==> src/rtl/ext_int_controller_pkg.sv <==
// Shared constants, types and helpers for the external interrupt controller.
// Register indices decode bus_addr[3:2]; IDs are 1-based source numbers, 0 means none.
package ext_int_pkg;

    localparam int unsigned DATA_W  = 32;
    localparam int unsigned ADDR_W  = 4;
    localparam int unsigned ID_W    = 5;
    localparam int unsigned MAX_SRC = 31;

    localparam logic [1:0] REG_PENDING   = 2'd0;
    localparam logic [1:0] REG_ENABLE    = 2'd1;
    localparam logic [1:0] REG_EDGE_MODE = 2'd2;
    localparam logic [1:0] REG_CLAIM     = 2'd3;

    typedef logic [ID_W-1:0] irq_id_t;

    typedef enum logic {
        ST_IDLE,
        ST_SERVICE
    } svc_state_t;

    // Decoded view of one accepted register access.
    typedef struct packed {
        logic              write;
        logic [1:0]        idx;
        logic [DATA_W-1:0] wdata;
    } bus_cmd_t;

    // Lowest set bit wins; returns its index + 1, or 0 when the vector is empty.
    function automatic irq_id_t prio_encode(input logic [DATA_W-1:0] vec);
        irq_id_t id;
        id = '0;
        for (int i = int'(MAX_SRC) - 1; i >= 0; i--) begin
            if (vec[i]) begin
                id = ID_W'(i + 1);
            end
        end
        return id;
    endfunction

endpackage

==> src/rtl/ext_int_controller_if.sv <==
// Register bus between software master and the interrupt controller.
interface ext_int_controller_if;
    import ext_int_pkg::*;

    logic              bus_req;
    logic              bus_write;
    logic [ADDR_W-1:0] bus_addr;
    logic [DATA_W-1:0] bus_wdata;
    logic [DATA_W-1:0] bus_rdata;
    logic              bus_ack;

    modport master (
        output bus_req, bus_write, bus_addr, bus_wdata,
        input  bus_rdata, bus_ack
    );

    modport slave (
        input  bus_req, bus_write, bus_addr, bus_wdata,
        output bus_rdata, bus_ack
    );

endinterface

==> src/rtl/ext_int_controller_sync.sv <==
// Per-source synchroniser chain plus edge history register.
// level is the last synchroniser stage; rise_c flags a fresh 0->1 on it.
module int_sync_edge #(
    parameter int unsigned SYNC_STAGES = 2
) (
    input  logic clk,
    input  logic reset_n,
    input  logic irq,
    output logic level,
    output logic rise_c
);

    logic [SYNC_STAGES-1:0] sync_q;
    logic                   prev_q;

    always_ff @(posedge clk) begin
        if (!reset_n) begin
            sync_q <= '0;
            prev_q <= 1'b0;
        end else begin
            sync_q <= {sync_q[SYNC_STAGES-2:0], irq};
            prev_q <= sync_q[SYNC_STAGES-1];
        end
    end

    assign level  = sync_q[SYNC_STAGES-1];
    assign rise_c = level & ~prev_q;

endmodule

==> src/rtl/ext_int_controller.sv <==
// External interrupt controller: synchronises device lines, tracks pending/enable,
// and hands out fixed-priority claims over a single-cycle register bus.
module ext_int_controller
    import ext_int_pkg::*;
#(
    parameter int unsigned NUM_SRC     = 8,
    parameter int unsigned SYNC_STAGES = 2
) (
    input  logic                 clk,
    input  logic                 reset_n,
    input  logic [NUM_SRC-1:0]   irq_src,
    ext_int_controller_if.slave  bus,
    output logic                 ext_int
);

    svc_state_t        state, state_nx;
    irq_id_t           claimed_id, claimed_id_nx;

    logic [NUM_SRC-1:0] sync_lvl;
    logic [NUM_SRC-1:0] sync_rise_c;
    logic [NUM_SRC-1:0] pending, pending_nx;
    logic [NUM_SRC-1:0] enable;
    logic [NUM_SRC-1:0] edge_mode;
    logic [NUM_SRC-1:0] claim_clr;

    bus_cmd_t          cmd;
    logic              accept;
    logic              wr_enable;
    logic              wr_edge_mode;
    logic              do_claim;
    logic              do_complete;
    irq_id_t           claim_id_c;
    logic [DATA_W-1:0] rdata_c;
    logic              unused_bits;

    for (genvar i = 0; i < NUM_SRC; i++) begin : g_src
        int_sync_edge #(
            .SYNC_STAGES (SYNC_STAGES)
        ) u_sync (
            .clk     (clk),
            .reset_n (reset_n),
            .irq     (irq_src[i]),
            .level   (sync_lvl[i]),
            .rise_c  (sync_rise_c[i])
        );
    end

    // Word offset bits and write-data bits above the register width carry no meaning.
    assign unused_bits = ^{bus.bus_addr[1:0], bus.bus_wdata};

    // Bus decode; a request overlapping the previous ack is dropped entirely.
    always_comb begin
        cmd          = '{write: bus.bus_write, idx: bus.bus_addr[3:2], wdata: bus.bus_wdata};
        accept       = bus.bus_req & ~bus.bus_ack;
        wr_enable    = accept & cmd.write & (cmd.idx == REG_ENABLE);
        wr_edge_mode = accept & cmd.write & (cmd.idx == REG_EDGE_MODE);
        claim_id_c   = (state == ST_IDLE) ? prio_encode(DATA_W'(pending & enable)) : '0;
        do_claim     = accept & ~cmd.write & (cmd.idx == REG_CLAIM) & (claim_id_c != '0);
        do_complete  = accept & cmd.write & (cmd.idx == REG_CLAIM) &
                       (state == ST_SERVICE) & (cmd.wdata[ID_W-1:0] == claimed_id);

        claim_clr = '0;
        for (int i = 0; i < int'(NUM_SRC); i++) begin
            claim_clr[i] = do_claim && (claim_id_c == ID_W'(i + 1));
        end

        rdata_c = '0;
        case (cmd.idx)
            REG_PENDING:   rdata_c = DATA_W'(pending);
            REG_ENABLE:    rdata_c = DATA_W'(enable);
            REG_EDGE_MODE: rdata_c = DATA_W'(edge_mode);
            REG_CLAIM:     rdata_c = DATA_W'(claim_id_c);
        endcase
    end

    // Edge sources latch rises (a new rise beats a same-cycle claim); level sources follow the line.
    always_comb begin
        pending_nx = (edge_mode & (sync_rise_c | (pending & ~claim_clr))) |
                     (~edge_mode & sync_lvl);
    end

    // In-service tracking: one claim outstanding at a time.
    always_comb begin
        state_nx      = state;
        claimed_id_nx = claimed_id;
        case (state)
            ST_IDLE: begin
                if (do_claim) begin
                    state_nx      = ST_SERVICE;
                    claimed_id_nx = claim_id_c;
                end
            end
            ST_SERVICE: begin
                if (do_complete) begin
                    state_nx = ST_IDLE;
                end
            end
        endcase
    end

    always_ff @(posedge clk) begin
        if (!reset_n) begin
            state      <= ST_IDLE;
            claimed_id <= '0;
        end else begin
            state      <= state_nx;
            claimed_id <= claimed_id_nx;
        end
    end

    always_ff @(posedge clk) begin
        if (!reset_n) begin
            pending       <= '0;
            enable        <= '0;
            edge_mode     <= '0;
            ext_int       <= 1'b0;
            bus.bus_ack   <= 1'b0;
            bus.bus_rdata <= '0;
        end else begin
            pending       <= pending_nx;
            if (wr_enable) begin
                enable <= cmd.wdata[NUM_SRC-1:0];
            end
            if (wr_edge_mode) begin
                edge_mode <= cmd.wdata[NUM_SRC-1:0];
            end
            ext_int       <= (state == ST_IDLE) && (|(pending & enable));
            bus.bus_ack   <= accept;
            bus.bus_rdata <= (accept && !cmd.write) ? rdata_c : '0;
        end
    end

endmodule

==> src/flat_wrapper.sv <==
// flat-port wrapper written by rule: the top's interface ports become plain ports
module ext_int_controller_flat import ext_int_pkg::*;
#(
    parameter int unsigned NUM_SRC     = 8,
    parameter int unsigned SYNC_STAGES = 2
)
  (clk, reset_n, irq_src, ext_int, bus_bus_req, bus_bus_write, bus_bus_addr, bus_bus_wdata, bus_bus_rdata, bus_bus_ack);
  ext_int_controller_if bus_i ();
  input  logic clk;
  input  logic reset_n;
  input  logic [NUM_SRC-1:0] irq_src;
  output logic ext_int;
  input wire logic [$bits(bus_i.bus_req)-1:0] bus_bus_req;
  input wire logic [$bits(bus_i.bus_write)-1:0] bus_bus_write;
  input wire logic [$bits(bus_i.bus_addr)-1:0] bus_bus_addr;
  input wire logic [$bits(bus_i.bus_wdata)-1:0] bus_bus_wdata;
  output wire logic [$bits(bus_i.bus_rdata)-1:0] bus_bus_rdata;
  output wire logic [$bits(bus_i.bus_ack)-1:0] bus_bus_ack;
  assign bus_i.bus_req = bus_bus_req;
  assign bus_i.bus_write = bus_bus_write;
  assign bus_i.bus_addr = bus_bus_addr;
  assign bus_i.bus_wdata = bus_bus_wdata;
  assign bus_bus_rdata = bus_i.bus_rdata;
  assign bus_bus_ack = bus_i.bus_ack;
  ext_int_controller #(.NUM_SRC(NUM_SRC), .SYNC_STAGES(SYNC_STAGES)) u_core (.clk(clk), .reset_n(reset_n), .irq_src(irq_src), .bus(bus_i), .ext_int(ext_int));
endmodule
==> config.mk <==
export PLATFORM = sky130hd
export DESIGN_NAME = ext_int_controller_flat
export DESIGN_NICKNAME = d
export VERILOG_FILES = /design/src/rtl/ext_int_controller_pkg.sv /design/src/rtl/ext_int_controller_if.sv /design/src/rtl/ext_int_controller_sync.sv /design/src/rtl/ext_int_controller.sv /design/src/flat_wrapper.sv
export SDC_FILE = /design/constraint.sdc
export NUM_CORES = 1
export LEC_CHECK = 0
export ABC_AREA = 1
export ABC_CLOCK_PERIOD_IN_PS = 1700
export CAP_MARGIN = 10
export CORE_MARGIN = 8
export CORE_UTILIZATION = 46
export DETAILED_ROUTE_END_ITERATION = 12
export PLACE_DENSITY = 0.77
export SLEW_MARGIN = 20
export SYNTH_ARGS = -nofsm -noshare
export SYNTH_HDL_FRONTEND = slang
export SYNTH_SLANG_ARGS = --single-unit
==> constraint.sdc <==
create_clock -name clk -period 1.7 [get_ports clk]
set_input_delay 0.34 -clock clk [delete_from_list [all_inputs] [get_ports clk]]
set_output_delay 0.34 -clock clk [all_outputs]
set_load 0.01 [all_outputs]
# == After elaboration in Yosys (flattened, before gate mapping) ==
# Index checks and enable logic that the tools add are counted.
# totals
word_cells,126
input_bits,48
register_bits,88
out_inout_bits,34
# op_classes
n_eq_ne,12
reduce_logical,16
muxes,36
bitwise,38
# op_table
op,count
$mux W5,32
$pmux W32 S4,1
$and A8 B8 Y8,5
$eq A5 B3 Y1 const B,4
$and A1 B1 Y1,18
$not A8 Y8,2
$or A8 B8 Y8,2
$not A1 Y1,11
$eq A5 B2 Y1 const B,2
$logic_and A1 B1 Y1,10
$reduce_or A8 Y1,1
$eq A5 B1 Y1 const B,1
$eq A5 B4 Y1 const B,1
$eq A5 B5 Y1,1
$reduce_bool A5 Y1,1
$eq A2 B2 Y1 const B,2
$reduce_and A2 Y1,2
$eq A2 B1 Y1 const B,1
$logic_not A2 Y1,1
$mux W1,2
$pmux W1 S2,1
$logic_not A1 Y1,1

# == Logic depth before layout (Yosys ltp) ==
# Gate-level depths: netlist (run 1).
# depth
ltp_word,40
mapped_depth,12
depth_no_buf,12

# == Modules after synthesis ==
# Synthesis (run 1) repeated with hierarchy kept, for this count alone.
# hier_totals
hier_cells,366
hier_area_um2,2783.9
# modules_own_cells
mod,cells_each,area_per_inst_um2,instances,seq_area_each_um2
ext_int_controller,278,2043.2,1,780.7
int_sync_edge,11,92.6,8,60.1

# == Worst setup path after synthesis (run 1) ==
# Ideal clock, no wire load.
# synth_timing
path_kind,register to register
startpoint,register u_core.pending[5]
endpoint,register u_core.pending[1]
arrival_time_ns,1.097
required_ns,1.586
period_less_slack_ns,1.211
setup_slack_ns,0.489
n_path_buf,0
stages_incl_launch_ff,8
setup_ns,0.114
cell_sequence,dfxtp_1 > nand2_1 > nand2_2 > nor2_4 > nand2_1 > a21oi_2 > nand3_1 > a21o_1
# synth_via
elab_chain_cells,16
# synth_rtl
item,line_no,rtl
from (decl),ext_int_controller.sv:21,"logic [NUM_SRC-1:0] pending, pending_nx;"
from (signal assigned),ext_int_controller.sv:120,pending <= pending_nx;
$and A8 B8 Y8 *,ext_int_controller.sv:57,claim_id_c = (state == ST_IDLE) ? prio_encode(DATA_W'(pending & enable)) : '0;
$mux W5 * (6 in series),ext_int_controller_pkg.sv:34,if (vec[i]) begin
$mux W5 *,ext_int_controller.sv:57,
$reduce_bool A5 Y1,ext_int_controller.sv:58,do_claim = accept & ~cmd.write & (cmd.idx == REG_CLAIM) & (claim_id_c != '0);
$and A1 B1 Y1,ext_int_controller.sv:58,
$logic_and A1 B1 Y1 *,ext_int_controller.sv:64,claim_clr[i] = do_claim && (claim_id_c == ID_W'(i + 1));
$not A8 Y8 *,ext_int_controller.sv:78,pending_nx = (edge_mode & (sync_rise_c | (pending & ~claim_clr))) |
$and A8 B8 Y8 *,ext_int_controller.sv:78,
$or A8 B8 Y8 *,ext_int_controller.sv:78,
$and A8 B8 Y8 *,ext_int_controller.sv:78,
$or A8 B8 Y8 *,ext_int_controller.sv:78,
# Every way passes the cells marked *; elsewhere a longest branch is shown, timed or not.
# A chain may end at the register's enable or synchronous reset.

# == Final worst setup path (run 1) ==
# layout_timing
startpoint,register u_core.bus.bus_ack
endpoint,output port bus_bus_ack
# layout_lines
item,line_no,rtl
from (decl),ext_int_controller_if.sv:19,"output bus_rdata, bus_ack"
from (signal assigned),ext_int_controller.sv:128,bus.bus_ack <= accept;
to (decl),flat_wrapper.sv:18,output wire logic [$bits(bus_i.bus_ack)-1:0] bus_bus_ack;
# No word-level cell between the ends.

==> results of run 1 <==
registers in the layout (all words and copies together) (netlist names):
signal	flops
u_core.claimed_id	4
u_core.bus.bus_rdata	8
u_core.bus.bus_ack	1
u_core.pending	8
u_core.ext_int	1
u_core.g_src.u_sync.prev_q	8
u_core.edge_mode	8
u_core.state	1
u_core.enable	8
u_core.g_src.u_sync.sync_q	16
metrics by stage:
step                      hold WS (ns)  setup WS (ns)
after floorplan                  0.390          0.489
after global placement           0.392        -0.0866
after detailed placement         0.399         -0.136
after CTS                        0.418         0.0794
after global routing             0.443         0.0591
final                            0.412          0.104
routing by layer:
layer / GRT usage, % / vias up
met4: 4.56 / 0
met3: 6.07 / 2
met5: 0 / -
met2: 23.8 / 56
li1: - / 1177
met1: 16.7 / 1012
power by group:
group,internal (mW),switching [mW]
Clock,0.671,0.561
Combinational,0.109,0.141
Sequential,1.52,0.0214
synthesized netlist by cell type:
master / n / area share (%)
nand2_1: 89 / 12
dfxtp_1: 63 / 47
inv_1: 55 / 7.7
nor2_1: 26 / 3.6
buf_4: 24 / 6.7
o21ai_0: 24 / 4.5
a21oi_1: 23 / 4.3
nand3_1: 10 / 1.9
nand4_1: 5 / 1.2
nand2_2: 4 / 0.93
nor2_4: 4 / 1.7
nor3_1: 4 / 0.75
a21o_1: 3 / 0.84
clkbuf_1: 3 / 0.42
clkinv_2: 3 / 0.56
a221oi_1: 2 / 0.65
buf_2: 2 / 0.37
xor2_1: 2 / 0.65
a21oi_2: 1 / 0.33
a31oi_1: 1 / 0.23
a41oi_1: 1 / 0.33
buf_1: 1 / 0.14
conb_1: 1 / 0.14
nand3_2: 1 / 0.37
nand3_4: 1 / 0.65
nor2_2: 1 / 0.23
nor3_4: 1 / 0.61
o22ai_1: 1 / 0.23
o2bb2ai_1: 1 / 0.33
or2_2: 1 / 0.23
logic make-up (layout without fill, tap and decap cells):
| family | after synthesis | in the layout | synth area share, % |
|---|---|---|---|
| other cells | 1 | 24 | 0.140 |
| buf+inv | 88 | 124 | 15.9 |
| compound gates | 57 | 57 | 11.7 |
| flops | 63 | 63 | 47.0 |
| xor+xnor | 2 | 2 | 0.653 |
| simple gates | 147 | 147 | 24.6 |
final cells by class:
cell class | instances | area share [%]
clock buffer | 10 | 3.87
clock inverter | 6 | 1.86
inverter | 58 | 6.71
multi-input combinational | 230 | 32.8
sequential | 63 | 38.2
tap | 75 | 2.84
timing repair buffer | 50 | 13.7
how the worst max path moves through the flow:
stage / start / end / cells past startpoint
2_1_floorplan: u_core.pending[5] / u_core.pending[1] / 7
5_1_grt: u_core.bus.bus_ack / bus_bus_ack / 1
3_5_place_dp: bus_bus_addr[2] / u_core.pending[5] / 8
4_1_cts: u_core.bus.bus_ack / bus_bus_ack / 1
6_report: u_core.bus.bus_ack / bus_bus_ack / 1
3_3_place_gp: bus_bus_addr[2] / u_core.pending[5] / 8
==> out/metrics.cfg, run 1 <==
[critical_path]
critPathLaunchType = flop
ff2ff_path_depth = 8
timing.rr.start = u_core.pending[5]
crit_chain = clkdlybuf4s50_1
worstPathRequired_ns = 1.36
timing.critical_path.to_type = output port
crit_type = reg2out
cp_max_fo = 2
r2r_setup_slack_ns = 0.26
cp_top_family = buffers and inverters
slowest_stage = clkdlybuf4s50_1
crit_arrival_ns = 1.26
crit_buf_inv = 1
cp_slowest_stage_delay_ns = 0.56
r2r-end = u_core.pending[1]

[sta]
hold_violations = 0
period_minus_slack_ns = 1.60
fmax_ghz = 0.627
finalSetupTns_ns = 0
post-route-period-util_pct = 93.9
drv_slew = 0
rsz0062_at_grt = false
fin_worst_skew_ns = 0.00683
setup_viol = 0

[cts]
h-tree-depth = 3
clk_latency_ns = 0.33
hold_buffers = 0
cts_buffers = 9
cts_tree = built
clkSinkCount = 63
cts.path.max_buffers = 2
cts.clk_slew.worst_paths_ns = 0.07
cts-root-buf = clkbuf_8
cts_resized = 0
post_cts_buffers = 0

[hold_path]
hold_path_class = reg2reg
min-delay-start = u_core.g_src[2].u_sync.sync_q[0]
min_path_cells = 2
min_to = u_core.g_src[2].u_sync.sync_q[1]

[global_route]
antenna_found_initial = 0
grt_pass1_vias = 2187
track_usage_pct = 14.5
overflow = 0
grt_pass1_wl_mm = 9.96
grt_max_degree = 21

[power_and_ir_drop]
p_per_area_nw_per_um2 = 917
power_mw = 3.02
peakVddDrop_v = 0.000619
p_leak_nw = 1.66

[drt]
route.met2.wl_mm = 2.89
wl_per_cell_um = 11.9
detail_route.drc_violations = 0
vias_per_cell = 4.57
antenna_left = 0
met1_length_mm = 2.60
vias = 2247
top_layer = met4
drt_iter0_drc = 129
wl_mm = 5.87
first_pass_iters = 4
dr_wl_met3_um = 357

[floorplan]
die-area_um2 = 8530
ioPinCount = 82
core_area_um2 = 5780
fp.dieW_um = 92.4
fp-row-count = 28
die_y_um = 92.4
start_util_pct = 46.4

[synth]
yosys.cell_types.count = 30
synth_seq_cells = 63
yosysSeqAreaShare_pct = 47.0
netlist_area_um2 = 2680
syn_area_per_cell_um2 = 7.49
synthCells = 358
ys.warnings.count = 0

[final_layout]
seq_area_um2 = 1260
fin_nets = 460
final_cell_mix = nand2_1, dfxtp_1, inv_1
nFillCells = 553
syn2layout_area_growth_pct = 23.0
diodes = 0
final_util_pct = 57.1
final_cells = 492
multi_input_area_um2 = 1080
drive_above_1_share_pct = 12.2
final_area_um2 = 3300
final_common_cell = nand2_1

[placed_design]
hpwl_mm = 4.48
dp.cells = 476
gp_congestion = 0.910
placed_cell_area_um2 = 3110
port_buffers = 31

[run]
maxCapViolations = 0

[run_status]
status = completed

(Power assumes the default switching activity.)
==> inputs of run 2 (changes only) <==
Settings changed: SKIP_LAST_GASP set to 1.
==> results of run 2 <==
No change in the layout: final DEF, timing and power equal those of run 1.
==> inputs of run 3 (changes only) <==
Settings changed: MAX_ROUTING_LAYER set to met4.
==> run 3 against run 2 <==
Against the previous run: core utilization barely moved; non-clock buffer count fell by 1; combinational power fell by 2%; clock skew grew 0.0019 ns; critical path type unchanged; critical endpoint unchanged; highest routed layer unchanged.
==> out/metrics.cfg, run 3 (synthesis results as in run 1) <==
[global_route]
antenna_found_initial = 0  ; unchanged
grt_pass1_vias = 2290  ; +4.7%
track_usage_pct = 15.5  ; +0.96 points
grt_pass1_wl_mm = 10.2  ; +1.9%
grt_max_degree = 38  ; +81%
overflow = 0  ; unchanged

[drt]
wl_per_cell_um = 11.9  ; -0.41%
detail_route.drc_violations = 0  ; unchanged
dr_wl_met3_um = 408  ; +14%
route.met2.wl_mm = 2.66  ; -8.0%
wl_mm = 5.84  ; -0.61%
top_layer = met4
vias = 2233  ; -0.62%
vias_per_cell = 4.55  ; -0.42%
drt_iter0_drc = 129  ; unchanged
first_pass_iters = 4  ; unchanged
met1_length_mm = 2.58  ; -0.65%
antenna_left = 0  ; unchanged

[critical_path]
cp_top_family = buffers and inverters
timing.critical_path.to_type = output port
slowest_stage = clkdlybuf4s50_1
crit_buf_inv = 1  ; unchanged
cp.depth = 1  ; unchanged
worstPathRequired_ns = 1.36  ; about the same
crit_arrival_ns = 1.27  ; about the same
critPathLaunchType = flop
ff2ff_path_depth = 8  ; unchanged
crit_type = reg2out
cp_max_fo = 2  ; unchanged
cp_slowest_stage_delay_ns = 0.56  ; about the same
crit_chain = clkdlybuf4s50_1

[cts]
post_cts_buffers = 0  ; unchanged
cts_resized = 0  ; unchanged
h-tree-depth = 3  ; unchanged
cts-root-buf = clkbuf_8
hold_buffers = 0  ; unchanged
cts_tree = built
cts.clk_slew.worst_paths_ns = 0.07  ; about the same
cts.path.max_buffers = 2  ; unchanged
cts_buffers = 9  ; unchanged
clkSinkCount = 63  ; unchanged
clk_latency_ns = 0.34  ; about the same

[floorplan]
die-area_um2 = 8530  ; unchanged
core_area_um2 = 5780  ; unchanged
die_y_um = 92.4  ; unchanged
start_util_pct = 46.4  ; unchanged
ioPinCount = 82  ; unchanged
fp.dieW_um = 92.4  ; unchanged
fp-row-count = 28  ; unchanged

[hold_path]
hold_path_class = reg2reg
min_path_cells = 2  ; unchanged

[final_layout]
nFillCells = 591  ; +6.9%
diodes = 0  ; unchanged
syn2layout_area_growth_pct = 23.1  ; about the same
fin_nets = 459  ; -0.22%
final_cell_mix = nand2_1, dfxtp_1, inv_1
final_util_pct = 57.1  ; about the same
regMostFlops = u_core.g_src.u_sync.sync_q
final_area_um2 = 3300  ; about the same
final_cells = 491  ; -0.20%
final_common_cell = nand2_1
drive_above_1_share_pct = 12.0  ; -0.21 points
largest_reg_flops = 16  ; unchanged

[sta]
post-route-period-util_pct = 94.7  ; +0.87 points
setup_viol = 0  ; unchanged
finalSetupTns_ns = 0  ; unchanged
fin_hold_ws_ns = 0.415  ; +0.00309 ns
period_minus_slack_ns = 1.61  ; +0.0147 ns
fmax_ghz = 0.621  ; -0.91%
hold_violations = 0  ; unchanged
fin_worst_skew_ns = 0.00873  ; +0.00190 ns
drv_slew = 0  ; unchanged
rsz0062_at_grt = false
worst_slack_ns = 0.0895  ; -0.0147 ns

[placed_design]
hpwl_mm = 4.39  ; -2.0%
dp.cells = 475  ; -0.21%
gp_congestion = 0.926  ; +1.8%
port_buffers = 31  ; unchanged
placed_cell_area_um2 = 3100  ; -0.24%
place_ws_ns = -0.139  ; -0.00302 ns

[run]
maxCapViolations = 0  ; unchanged

[power_and_ir_drop]
peakVddDrop_v = 0.000488  ; -21%
p_leak_nw = 1.65  ; -0.60%
p_per_area_nw_per_um2 = 934  ; +2.0%
power_mw = 3.09  ; +2.0%

[run_status]
status = completed

run 3: path summary, 6_finish.rpt:
kind	start	end	slack, ns
worst min register to register	u_core.g_src[2].u_sync.sync_q[0]	u_core.g_src[2].u_sync.sync_q[1]	0.41
worst max register to register	u_core.pending[2]	u_core.pending[5]	0.18
worst min-delay path	u_core.g_src[2].u_sync.sync_q[0]	u_core.g_src[2].u_sync.sync_q[1]	0.41
worst max-delay path	u_core.bus.bus_ack	bus_bus_ack	0.09
run 3: power breakdown:
part / internal (mW) / leakage [nW] / switching (mW)
clock network: 0.714 / 0.0916 / 0.585
logic: 0.106 / 1.04 / 0.139
registers: 1.52 / 0.514 / 0.0212
total: 2.34 / 1.65 / 0.746
run 3: metal layers:
metal  vias up  GRT usage (%)
met4         0           9.26
met2        68           24.3
met3        13           4.77
met1       984           16.9
met5         -              -
li1       1168              -
run 3: cell type report:
cell class / count / area [um^2] / area share (%)
sequential: 63 / 1260 / 38.2
multi-input combinational: 230 / 1080 / 32.7
timing repair buffer: 49 / 445 / 13.5
clock inverter: 5 / 57.6 / 1.74
inverter: 58 / 221 / 6.71
clock buffer: 11 / 141 / 4.28
tap: 75 / 93.8 / 2.84
